<file path="config.mk">
export PLATFORM = sky130hd
export DESIGN_NAME = v_issue_queue
export DESIGN_NICKNAME = d
export VERILOG_FILES = /design/src/rtl/v_issue_pkg.sv /design/src/rtl/v_issue_fifo.sv /design/src/rtl/v_issue_queue.sv
export SDC_FILE = /design/constraint.sdc
export NUM_CORES = 1
export LEC_CHECK = 0
export BUFFER_PORTS_ARGS = -buffer_cell sky130_fd_sc_hd__buf_2
export CAP_MARGIN = 5
export CORE_UTILIZATION = 45
export CTS_CLUSTER_DIAMETER = 200
export DETAILED_ROUTE_END_ITERATION = 8
export SETUP_SLACK_MARGIN = 0.1
export SLEW_MARGIN = 0
export SYNTH_ARGS = -nofsm -noshare
export SYNTH_HDL_FRONTEND = slang
export SYNTH_SLANG_ARGS = --single-unit
</file>
<file path="constraint.sdc">
create_clock -name clk -period 5.62 [get_ports clk]
set_clock_uncertainty 0.2 [all_clocks]
set_input_delay 0.562 -clock clk [delete_from_list [all_inputs] [get_ports clk]]
set_output_delay 0.562 -clock clk [all_outputs]
set_load 0.01 [all_outputs]
</file>
<file path="src/rtl/v_issue_pkg.sv">
// Shared types for the vector issue queue: the buffered entry layout,
// the issue FSM encoding and the vl clamp helper.
package v_issue_pkg;

  localparam int VLMAX_DEFAULT = 256;

  typedef struct packed {
    logic        is_vset;
    logic [31:0] avl;
    logic [4:0]  vs1;
    logic [4:0]  vs2;
    logic [4:0]  vd;
    logic [31:0] rs1;
    logic [31:0] rs2;
    logic [4:0]  uimm5;
    logic [3:0]  funct;
    logic [1:0]  permute;
    logic [1:0]  alusrc;
    logic [1:0]  mode_lsu;
    logic        mask_en;
    logic        dmr;
    logic        dmw;
    logic        reg_we;
    logic        mem_reg;
    logic        xout;
  } entry_t;

  typedef enum logic [1:0] {
    S_IDLE,
    S_ISSUE,
    S_WAIT
  } state_t;

  // Full 32-bit unsigned compare before truncating to the 9-bit vl.
  function automatic logic [8:0] clamp_vl(input logic [31:0] avl, input int vlmax);
    return (avl > 32'(vlmax)) ? 9'(vlmax) : avl[8:0];
  endfunction

endpackage

</file>
<file path="src/rtl/v_issue_fifo.sv">
// Generic synchronous FIFO with wrapping pointers, an occupancy count
// and a synchronous flush that empties it in one edge.
module v_issue_fifo #(
  parameter int WIDTH = 8,
  parameter int DEPTH = 4
) (
  input  logic             clk,
  input  logic             reset,
  input  logic             flush,
  input  logic             push,
  input  logic             pop,
  input  logic [WIDTH-1:0] din,
  output logic [WIDTH-1:0] dout,
  output logic             full,
  output logic             empty
);

  localparam int AW = $clog2(DEPTH);
  localparam logic [AW:0] FULL_COUNT = (AW+1)'(DEPTH);

  logic [WIDTH-1:0] mem [DEPTH];
  logic [AW-1:0]    wr_ptr;
  logic [AW-1:0]    rd_ptr;
  logic [AW:0]      count;
  logic             do_push;
  logic             do_pop;

  assign full    = (count == FULL_COUNT);
  assign empty   = (count == '0);
  assign do_push = push && !full;
  assign do_pop  = pop && !empty;
  assign dout    = mem[rd_ptr];

  always_ff @(posedge clk or posedge reset) begin
    if (reset) begin
      wr_ptr <= '0;
      rd_ptr <= '0;
      count  <= '0;
    end else if (flush) begin
      wr_ptr <= '0;
      rd_ptr <= '0;
      count  <= '0;
    end else begin
      if (do_push) wr_ptr <= wr_ptr + 1'b1;
      if (do_pop)  rd_ptr <= rd_ptr + 1'b1;
      case ({do_push, do_pop})
        2'b10:   count <= count + 1'b1;
        2'b01:   count <= count - 1'b1;
        default: count <= count;
      endcase
    end
  end

  // NOTE: storage has no reset; the pointers and count decide what is visible.
  always_ff @(posedge clk) begin
    if (do_push && !flush) mem[wr_ptr] <= din;
  end

endmodule

</file>
<file path="src/rtl/v_issue_queue.sv">
// Vector issue queue: buffers decoded vector entries, applies vset commands
// to vl locally and issues operations one at a time with a rolling id.
module v_issue_queue
  import v_issue_pkg::*;
#(
  parameter int DEPTH = 4,
  parameter int VLMAX = VLMAX_DEFAULT
) (
  input  logic        clk,
  input  logic        reset,
  input  logic        flush,
  input  logic        in_valid,
  output logic        in_ready,
  input  logic        in_is_vset,
  input  logic [31:0] in_avl,
  input  logic [4:0]  in_vs1,
  input  logic [4:0]  in_vs2,
  input  logic [4:0]  in_vd,
  input  logic [31:0] in_rs1,
  input  logic [31:0] in_rs2,
  input  logic [4:0]  in_uimm5,
  input  logic [3:0]  in_funct,
  input  logic [1:0]  in_permute,
  input  logic [1:0]  in_alusrc,
  input  logic [1:0]  in_mode_lsu,
  input  logic        in_mask_en,
  input  logic        in_dmr,
  input  logic        in_dmw,
  input  logic        in_reg_we,
  input  logic        in_mem_reg,
  input  logic        in_xout,
  output logic        vset_valid,
  output logic [8:0]  vset_vl,
  output logic        idle,
  output logic [8:0]  vl,
  output logic        I_clear,
  output logic [2:0]  I_id,
  output logic        I_start,
  output logic [4:0]  I_vs1,
  output logic [4:0]  I_vs2,
  output logic [4:0]  I_vd,
  output logic [31:0] I_rs1,
  output logic [31:0] I_rs2,
  output logic [4:0]  I_uimm5,
  output logic [3:0]  I_funct,
  output logic [1:0]  I_permute,
  output logic [1:0]  I_alusrc,
  output logic [1:0]  I_mode_lsu,
  output logic        I_mask_en,
  output logic        I_dmr,
  output logic        I_dmw,
  output logic        I_reg_we,
  output logic        I_mem_reg,
  output logic        I_xout,
  input  logic        v_stall,
  input  logic        v_done
);

  state_t                  state;
  entry_t                  in_entry;
  entry_t                  head;
  logic [$bits(entry_t)-1:0] head_bits;
  logic                    full;
  logic                    empty;
  logic                    pop;
  logic [8:0]              new_vl;

  assign in_entry = '{is_vset: in_is_vset, avl: in_avl, vs1: in_vs1, vs2: in_vs2,
                      vd: in_vd, rs1: in_rs1, rs2: in_rs2, uimm5: in_uimm5,
                      funct: in_funct, permute: in_permute, alusrc: in_alusrc,
                      mode_lsu: in_mode_lsu, mask_en: in_mask_en, dmr: in_dmr,
                      dmw: in_dmw, reg_we: in_reg_we, mem_reg: in_mem_reg,
                      xout: in_xout};

  assign in_ready = !full && !flush;
  assign idle     = empty && (state == S_IDLE);
  assign pop      = (state == S_IDLE) && !empty && !flush;
  assign head     = entry_t'(head_bits);
  assign new_vl   = clamp_vl(head.avl, VLMAX);

  v_issue_fifo #(
    .WIDTH ($bits(entry_t)),
    .DEPTH (DEPTH)
  ) u_fifo (
    .clk   (clk),
    .reset (reset),
    .flush (flush),
    .push  (in_valid && in_ready),
    .pop   (pop),
    .din   (in_entry),
    .dout  (head_bits),
    .full  (full),
    .empty (empty)
  );

  // vset entries drain only from IDLE, so vl is frozen while an operation is in flight.
  always_ff @(posedge clk or posedge reset) begin
    if (reset) begin
      state      <= S_IDLE;
      vl         <= '0;
      vset_valid <= 1'b0;
      vset_vl    <= '0;
      I_clear    <= 1'b0;
      I_id       <= '0;
      I_start    <= 1'b0;
      I_vs1      <= '0;
      I_vs2      <= '0;
      I_vd       <= '0;
      I_rs1      <= '0;
      I_rs2      <= '0;
      I_uimm5    <= '0;
      I_funct    <= '0;
      I_permute  <= '0;
      I_alusrc   <= '0;
      I_mode_lsu <= '0;
      I_mask_en  <= 1'b0;
      I_dmr      <= 1'b0;
      I_dmw      <= 1'b0;
      I_reg_we   <= 1'b0;
      I_mem_reg  <= 1'b0;
      I_xout     <= 1'b0;
    end else if (flush) begin
      state      <= S_IDLE;
      I_start    <= 1'b0;
      I_id       <= '0;
      I_clear    <= 1'b1;
      vset_valid <= 1'b0;
    end else begin
      I_clear    <= 1'b0;
      vset_valid <= 1'b0;
      case (state)
        S_IDLE: begin
          if (!empty) begin
            if (head.is_vset) begin
              vl         <= new_vl;
              vset_vl    <= new_vl;
              vset_valid <= 1'b1;
            end else begin
              I_vs1      <= head.vs1;
              I_vs2      <= head.vs2;
              I_vd       <= head.vd;
              I_rs1      <= head.rs1;
              I_rs2      <= head.rs2;
              I_uimm5    <= head.uimm5;
              I_funct    <= head.funct;
              I_permute  <= head.permute;
              I_alusrc   <= head.alusrc;
              I_mode_lsu <= head.mode_lsu;
              I_mask_en  <= head.mask_en;
              I_dmr      <= head.dmr;
              I_dmw      <= head.dmw;
              I_reg_we   <= head.reg_we;
              I_mem_reg  <= head.mem_reg;
              I_xout     <= head.xout;
              I_start    <= 1'b1;
              state      <= S_ISSUE;
            end
          end
        end
        S_ISSUE: begin
          if (!v_stall) begin
            I_start <= 1'b0;
            state   <= S_WAIT;
          end
        end
        S_WAIT: begin
          if (v_done) begin
            I_id  <= I_id + 3'd1;
            state <= S_IDLE;
          end
        end
        default: state <= S_IDLE;
      endcase
    end
  end

endmodule

</file>
# Word-level counts from Yosys, hierarchy flattened
# Memory sizes are Yosys's and may differ from the RTL's.
# Index checks and enable logic that the tools add are counted.
[totals]
register_bits = 124
latch_bits = 0
ramBits = 532
romBits = 0
in_bits = 139
output_inout_bits = 126
wordCells = 96
memories = 1
[classes]
addsub = 5
mul = 0
n_div = 0
order_cmp = 1
n_eq_ne = 9
shifts = 0
n_mux = 28
bitwise_logic = 3
n_reduce_logical = 24
[memory_table]
columns = ["name", "depth", "word_bits", "read_ports", "rd_clocked_by_memory_dff", "wr", "line_no", "rtl"]
rows = [
  ["u_fifo.mem", 4, 133, 1, 0, 1, "v_issue_fifo.sv:21", "logic [WIDTH-1:0] mem [DEPTH];"],
]
[op_table]
columns = ["cell", "n"]
rows = [
  ["$gt 32x9->1 const B", 1],
  ["$mux 2", 9],
  ["$reduce_and 4->1", 4],
  ["$mux 3", 4],
  ["$ne 3x3->1 const B", 4],
  ["$mux 1", 11],
  ["$mux 9", 1],
  ["$logic_and 1x1->1", 8],
  ["$reduce_bool 2->1", 4],
  ["$add 3x1->3 const B", 2],
  ["$pmux 2 s3", 1],
  ["$pmux 3 s2", 1],
  ["$reduce_bool 3->1", 2],
  ["$add 2x1->2 const B", 2],
  ["$eq 2x1->1 const B", 2],
  ["$eq 2x2->1 const B", 2],
  ["$eq 3x3->1 const B", 1],
  ["$logic_not 1->1", 3],
  ["$logic_not 3->1", 1],
  ["$not 1->1", 3],
  ["$sub 3x1->3 const B", 1],
  ["$logic_not 2->1", 1],
  ["$pmux 1 s2", 1],
  ["$reduce_and 2->1", 1],
]

# Logic depth before layout (Yosys ltp)
[depth]
ltp_word = 8
mapped_depth = 9
mapped_depth_nobuf = 8

# Cells and area by module
# Synthesis repeated with hierarchy kept, for this count alone.
[hier_totals]
cells_unflattened = 1055
hier_area_um2 = 24374.6
[by_module_without_submodules]
columns = ["module", "instances", "cells_each", "area_each_um2", "seq_area_each_um2"]
rows = [
  ["v_issue_fifo", 1, 760, 19721.4, 16150.5],
  ["v_issue_queue", 1, 295, 4653.2, 2927.8],
]

# Worst setup path before layout
# OpenSTA, ideal clock, no wires.
[synth_path]
path_type = "input to register"
start = "input port flush"
end = "memory u_fifo.mem[0][0] (netlist name), enable pin"
setup_time_ps = 508
arrival_time_ps = 4562
path_slack_ps = 350
cell_stages = 4
path_cell_list = "clkbuf_1 -> a211oi_1 -> clkbuf_1 -> and2_1"
[synth_via]
elab_chain_len = 7
[synth_rtl]
columns = ["item", "line_no", "rtl"]
rows = [
  ["start: declaration", "v_issue_queue.sv:11", "input logic flush,"],
  ["$logic_not 1->1 *", "v_issue_fifo.sv:56, v_issue_queue.sv:75", ""],
  ["$logic_and 1x1->1", "v_issue_queue.sv:75", "assign in_ready = !full && !flush;"],
  ["$logic_and 1x1->1", "v_issue_queue.sv:88", ".push (in_valid && in_ready),"],
  ["$logic_and 1x1->1", "v_issue_fifo.sv:30", "assign do_push = push && !full;"],
  ["$logic_and 1x1->1 *", "v_issue_fifo.sv:56", "if (do_push && !flush) mem[wr_ptr] <= din;"],
  ["$mux 1 *", "v_issue_fifo.sv:56", ""],
  ["$mux 1 (implied by the code) *", "v_issue_fifo.sv:56", ""],
  ["end: declaration", "v_issue_fifo.sv:21", ""],
]
# Every way passes the cells marked *; elsewhere a longest branch is shown, timed or not.

# Worst setup path after layout
[layout_path]
start = "register u_fifo.rd_ptr[1]"
end = "register I_vs1[3]"
[layout_via]
elab_chain_len = 3
[layout_rtl]
columns = ["item", "line_no", "rtl"]
rows = [
  ["start: declaration", "v_issue_fifo.sv:23", "logic [AW-1:0] rd_ptr;"],
  ["start signal: assignment", "v_issue_fifo.sv:45", "if (do_pop) rd_ptr <= rd_ptr + 1'b1;"],
  ["$mem_v2 4x133 *", "--", ""],
  ["$not 1->1 (no source line)", "--", ""],
  ["$reduce_and 4->1 (no source line)", "--", ""],
  ["end signal: assignment", "v_issue_queue.sv:139", "I_vs1 <= head.vs1;"],
  ["end: declaration", "v_issue_queue.sv:39", "output logic [4:0] I_vs1,"],
]
# Marked as above.
# A chain may end at the register's enable or synchronous reset.

==> summary by stage <==
Route
The via density per instance is approximately 5.2. The routed design has 48900 um of wire. The detailed router finished its first iteration with 691 violations. Dividing the detail-routed wire length by the instance count gives 22.0 um. The first detailed-routing pass ran for 8 iterations.

Summing over every cut layer, the via total after detailed routing is 11.6k. The final antenna-violating net count is 0. The DRC violation count after routing is 34.

Layout
Cells fill between 50% and 60% of the core in the end. The total number of nets in the final design is 1631. From synthesis to final layout, the design area changed by 22.6%.

Of the cells placed in the final design, the portion with a size suffix greater than 1 is a little under two fifths. The register with the most flip-flops in the layout has 532 of them. The final-layout fill cell count is 4051.

Job
The number of maximum-capacitance constraint violations is 0.

Logic synthesis
For this run, the leading register cell type out of synthesis is sky130_fd_sc_hd__edfxtp_1. The synthesis-stage register bit count is 656. Dividing the synthesized area by the synthesized cell count gives between 20 and 25 um2.

Yosys mapped the design onto 47 distinct sky130hd cell types. Sorting the synthesized cells by how often they occur yields sky130_fd_sc_hd__edfxtp_1 (532), sky130_fd_sc_hd__dfrtp_1 (124), sky130_fd_sc_hd__mux4_2 (109). The number of nets handed over by synthesis was between 1k and 1.5k. The cell type with the largest total area after synthesis is sky130_fd_sc_hd__edfxtp_1. Among all cell types in the netlist, the one instantiated most often is sky130_fd_sc_hd__edfxtp_1.

Yosys attributes the largest share of cell area to sky130_fd_sc_hd__edfxtp_1 (66%), sky130_fd_sc_hd__dfrtp_1 (13%), sky130_fd_sc_hd__mux4_2 (10%). The number of standard cells after synthesis is 1058. In this run the cell area of the synthesized design comes to 24300 um2. Sequential cells were found to cover between 70% and 80% of the synthesized design area. The fraction of synthesized cell area taken by the top area cell type is 65.9%. The share of flip-flops with an asynchronous set or reset after synthesis is 18.9%. The total number of yosys warnings is 0.

In this run, synthesis inferred 532 flip-flops with an integrated enable.

STA
The worst pin sits at a relative slew slack of 28.0%. Setup violations remaining at the end of the flow were counted as 0. The fraction of the cycle the final worst path needs is 55.6%. Setup repair after global routing left no endpoint under its margin.

The final-report max-slew violation count is 0. The number of hold violations in the final report is 0. The peak clock frequency supported by timing is around 320 MHz. At the pin with the least slew margin, the transition time is 1.07 ns.

The final total negative setup slack is 0 ns. After layout, the minimum clock period comes to 3.12 ns.

Clock tree
The clock tree root driver cell is sky130_fd_sc_hd__clkbuf_16. Once the clock tree was built, the setup fixing pass inserted 0 buffers. Clock latency on the worst-skew pair, taken at its later pin, is 0.58 ns. The TritonCTS clock tree is done.

Counting along the longest clock path gives a buffer depth of 3. The H-tree was split into 3 levels. The clock drives 656 sinks. The number of gates resized after cts is 0. In this run, CTS created clock tree buffers numbering 68. Hold repair after CTS inserted 133 buffers. The clock transition at the registers of the reported paths is 0.06 ns.

Place
Buffers placed on the I/O ports in this run total 264. The congestion estimate from routability-driven global placement came to approximately 0.72. Summed over all nets, the half-perimeter wirelength after detailed placement is 27200 um.

Global routing
The maximum number of pins on one net before global-route repair is 102. The via count of the first global-routing pass is around 12k. The first global-routing pass estimated 74400 um of wire.

The layer flagged by global routing as most heavily used is met2. The met1 track demand over resource in global routing is around 25%. The number of antenna violations at the first check in global routing is 4. The leftover overflow at the end of global routing is 0.

The fraction of met3 tracks used by global routing is 4.63%. Global routing used between 15 and 20% of the available tracks across all layers. The met2 track utilization from global routing is between 20 and 30%.

Setup path
The worst setup path is launched from a flip-flop. STA classifies the critical path endpoint as a flip-flop. The critical path start-end classification is flip-flop to flip-flop. STA puts the critical path data required time at ~6 ns. Of all nets on the critical path, the largest fanout is 55. For the worst setup path, the data arrival time is about 3.4 ns.

Power and ir drop
In this run the power density over the cells is approximately 460 nW/um2. Across the VDD grid, the largest voltage drop is 0.272 mV. The static leakage power is 0.0106 uW.

Die
The die footprint is 54800 um2. The number of top-level design ports is 265. The starting density of the core is 45.9%. After floorplanning, the core was divided into 84 placement rows. The core area is 52900 um2. The die is 234 um tall.

The overall die width is 234 um.

Outcome
The run finished, with violations left. The checks that failed: design-rule violations.

Hold path
The worst hold path class is primary input to async pin.
[power breakdown]
group	total, uW	internal, uW	switching, uW
clock network	4380	2620	1760
logic	2860	1570	1290
registers	6330	5910	416
total	13600	10100	3460
[path summary, 6_finish.rpt]
kind                                  start            to  slack, ns  cells after the start
max                        u_fifo.rd_ptr[1]      I_vs1[3]       2.50                      4
min in group clk                    v_stall      state[0]       0.05                      2
min reg2reg                          I_xout        I_xout       0.28                      1
max reg2reg                u_fifo.rd_ptr[1]      I_vs1[3]       2.50                      4
max in group asynchronous             reset  I_permute[1]       4.01                      3
min                                   reset     I_rs1[15]       0.01                      2
[layout by cell type (no fill, tap or decap), drive strengths merged, types with 5 or more instances in the layout]
master / count
edfxtp: 532
nor2: 20
ha: 5
clkbuf: 103
buf: 277
a21oi: 5
nor3: 12
mux2: 101
o31ai: 9
inv: 7
dlygate4sd3: 133
nand2: 21
clkinv: 11
nor4: 16
dfrtp: 124
mux4: 109
xnor2: 5
[area by class of cell]
class,count,area (um2),area share [%]
inverter,6,27.5,0.0926
timing repair buffer,410,2830,9.50
multi-input combinational,344,4740,15.9
clock inverter,18,194,0.652
sequential,656,19100,64.2
tap,688,861,2.90
antenna,3,7.51,0.0253
clock buffer,103,1990,6.68
[through the flow]
stage	cell area [um2]	cells	power (uW)	setup slack (ns)	hold WS, ns
global route	29700	2226	14200	2.31	0.0158
global placement	26200	1971	9220	2.36	0.261
floorplan	24300	1058	8360	0.350	0.329
CTS	29700	2225	13800	2.45	0.00527
detailed placement	26200	1971	9270	2.40	0.274
finish	29700	2228	13600	2.50	0.0108
[critical path: stages, from the launching register on]
cell,delay [ns]
sky130_fd_sc_hd__dfrtp_4,1.06
sky130_fd_sc_hd__mux4_2,0.47
sky130_fd_sc_hd__nor3_4,0.19
sky130_fd_sc_hd__buf_4,0.63
sky130_fd_sc_hd__mux2_2,0.41
[logic make-up (layout without fill, tap and decap cells)]
family	Yosys count	after routing	share of synthesized area [%]
compound gates	24	24	0.686
xor+xnor	7	7	0.253
fa+ha+maj	6	6	0.341
buf+inv	58	537	1.82
flops	656	656	78.7
mux	213	213	16.2
other cells	0	3	0
simple gates	94	94	2.05
[routing by layer]
| layer | wire length (um) | share of wire [%] |
|---|---|---|
| met1 | 21200 | 43 |
| met5 | 13 | 0.027 |
| met2 | 23700 | 48 |
| met4 | 878 | 1.8 |
| met3 | 3160 | 6.5 |
Power figures use the tool's default switching activity.
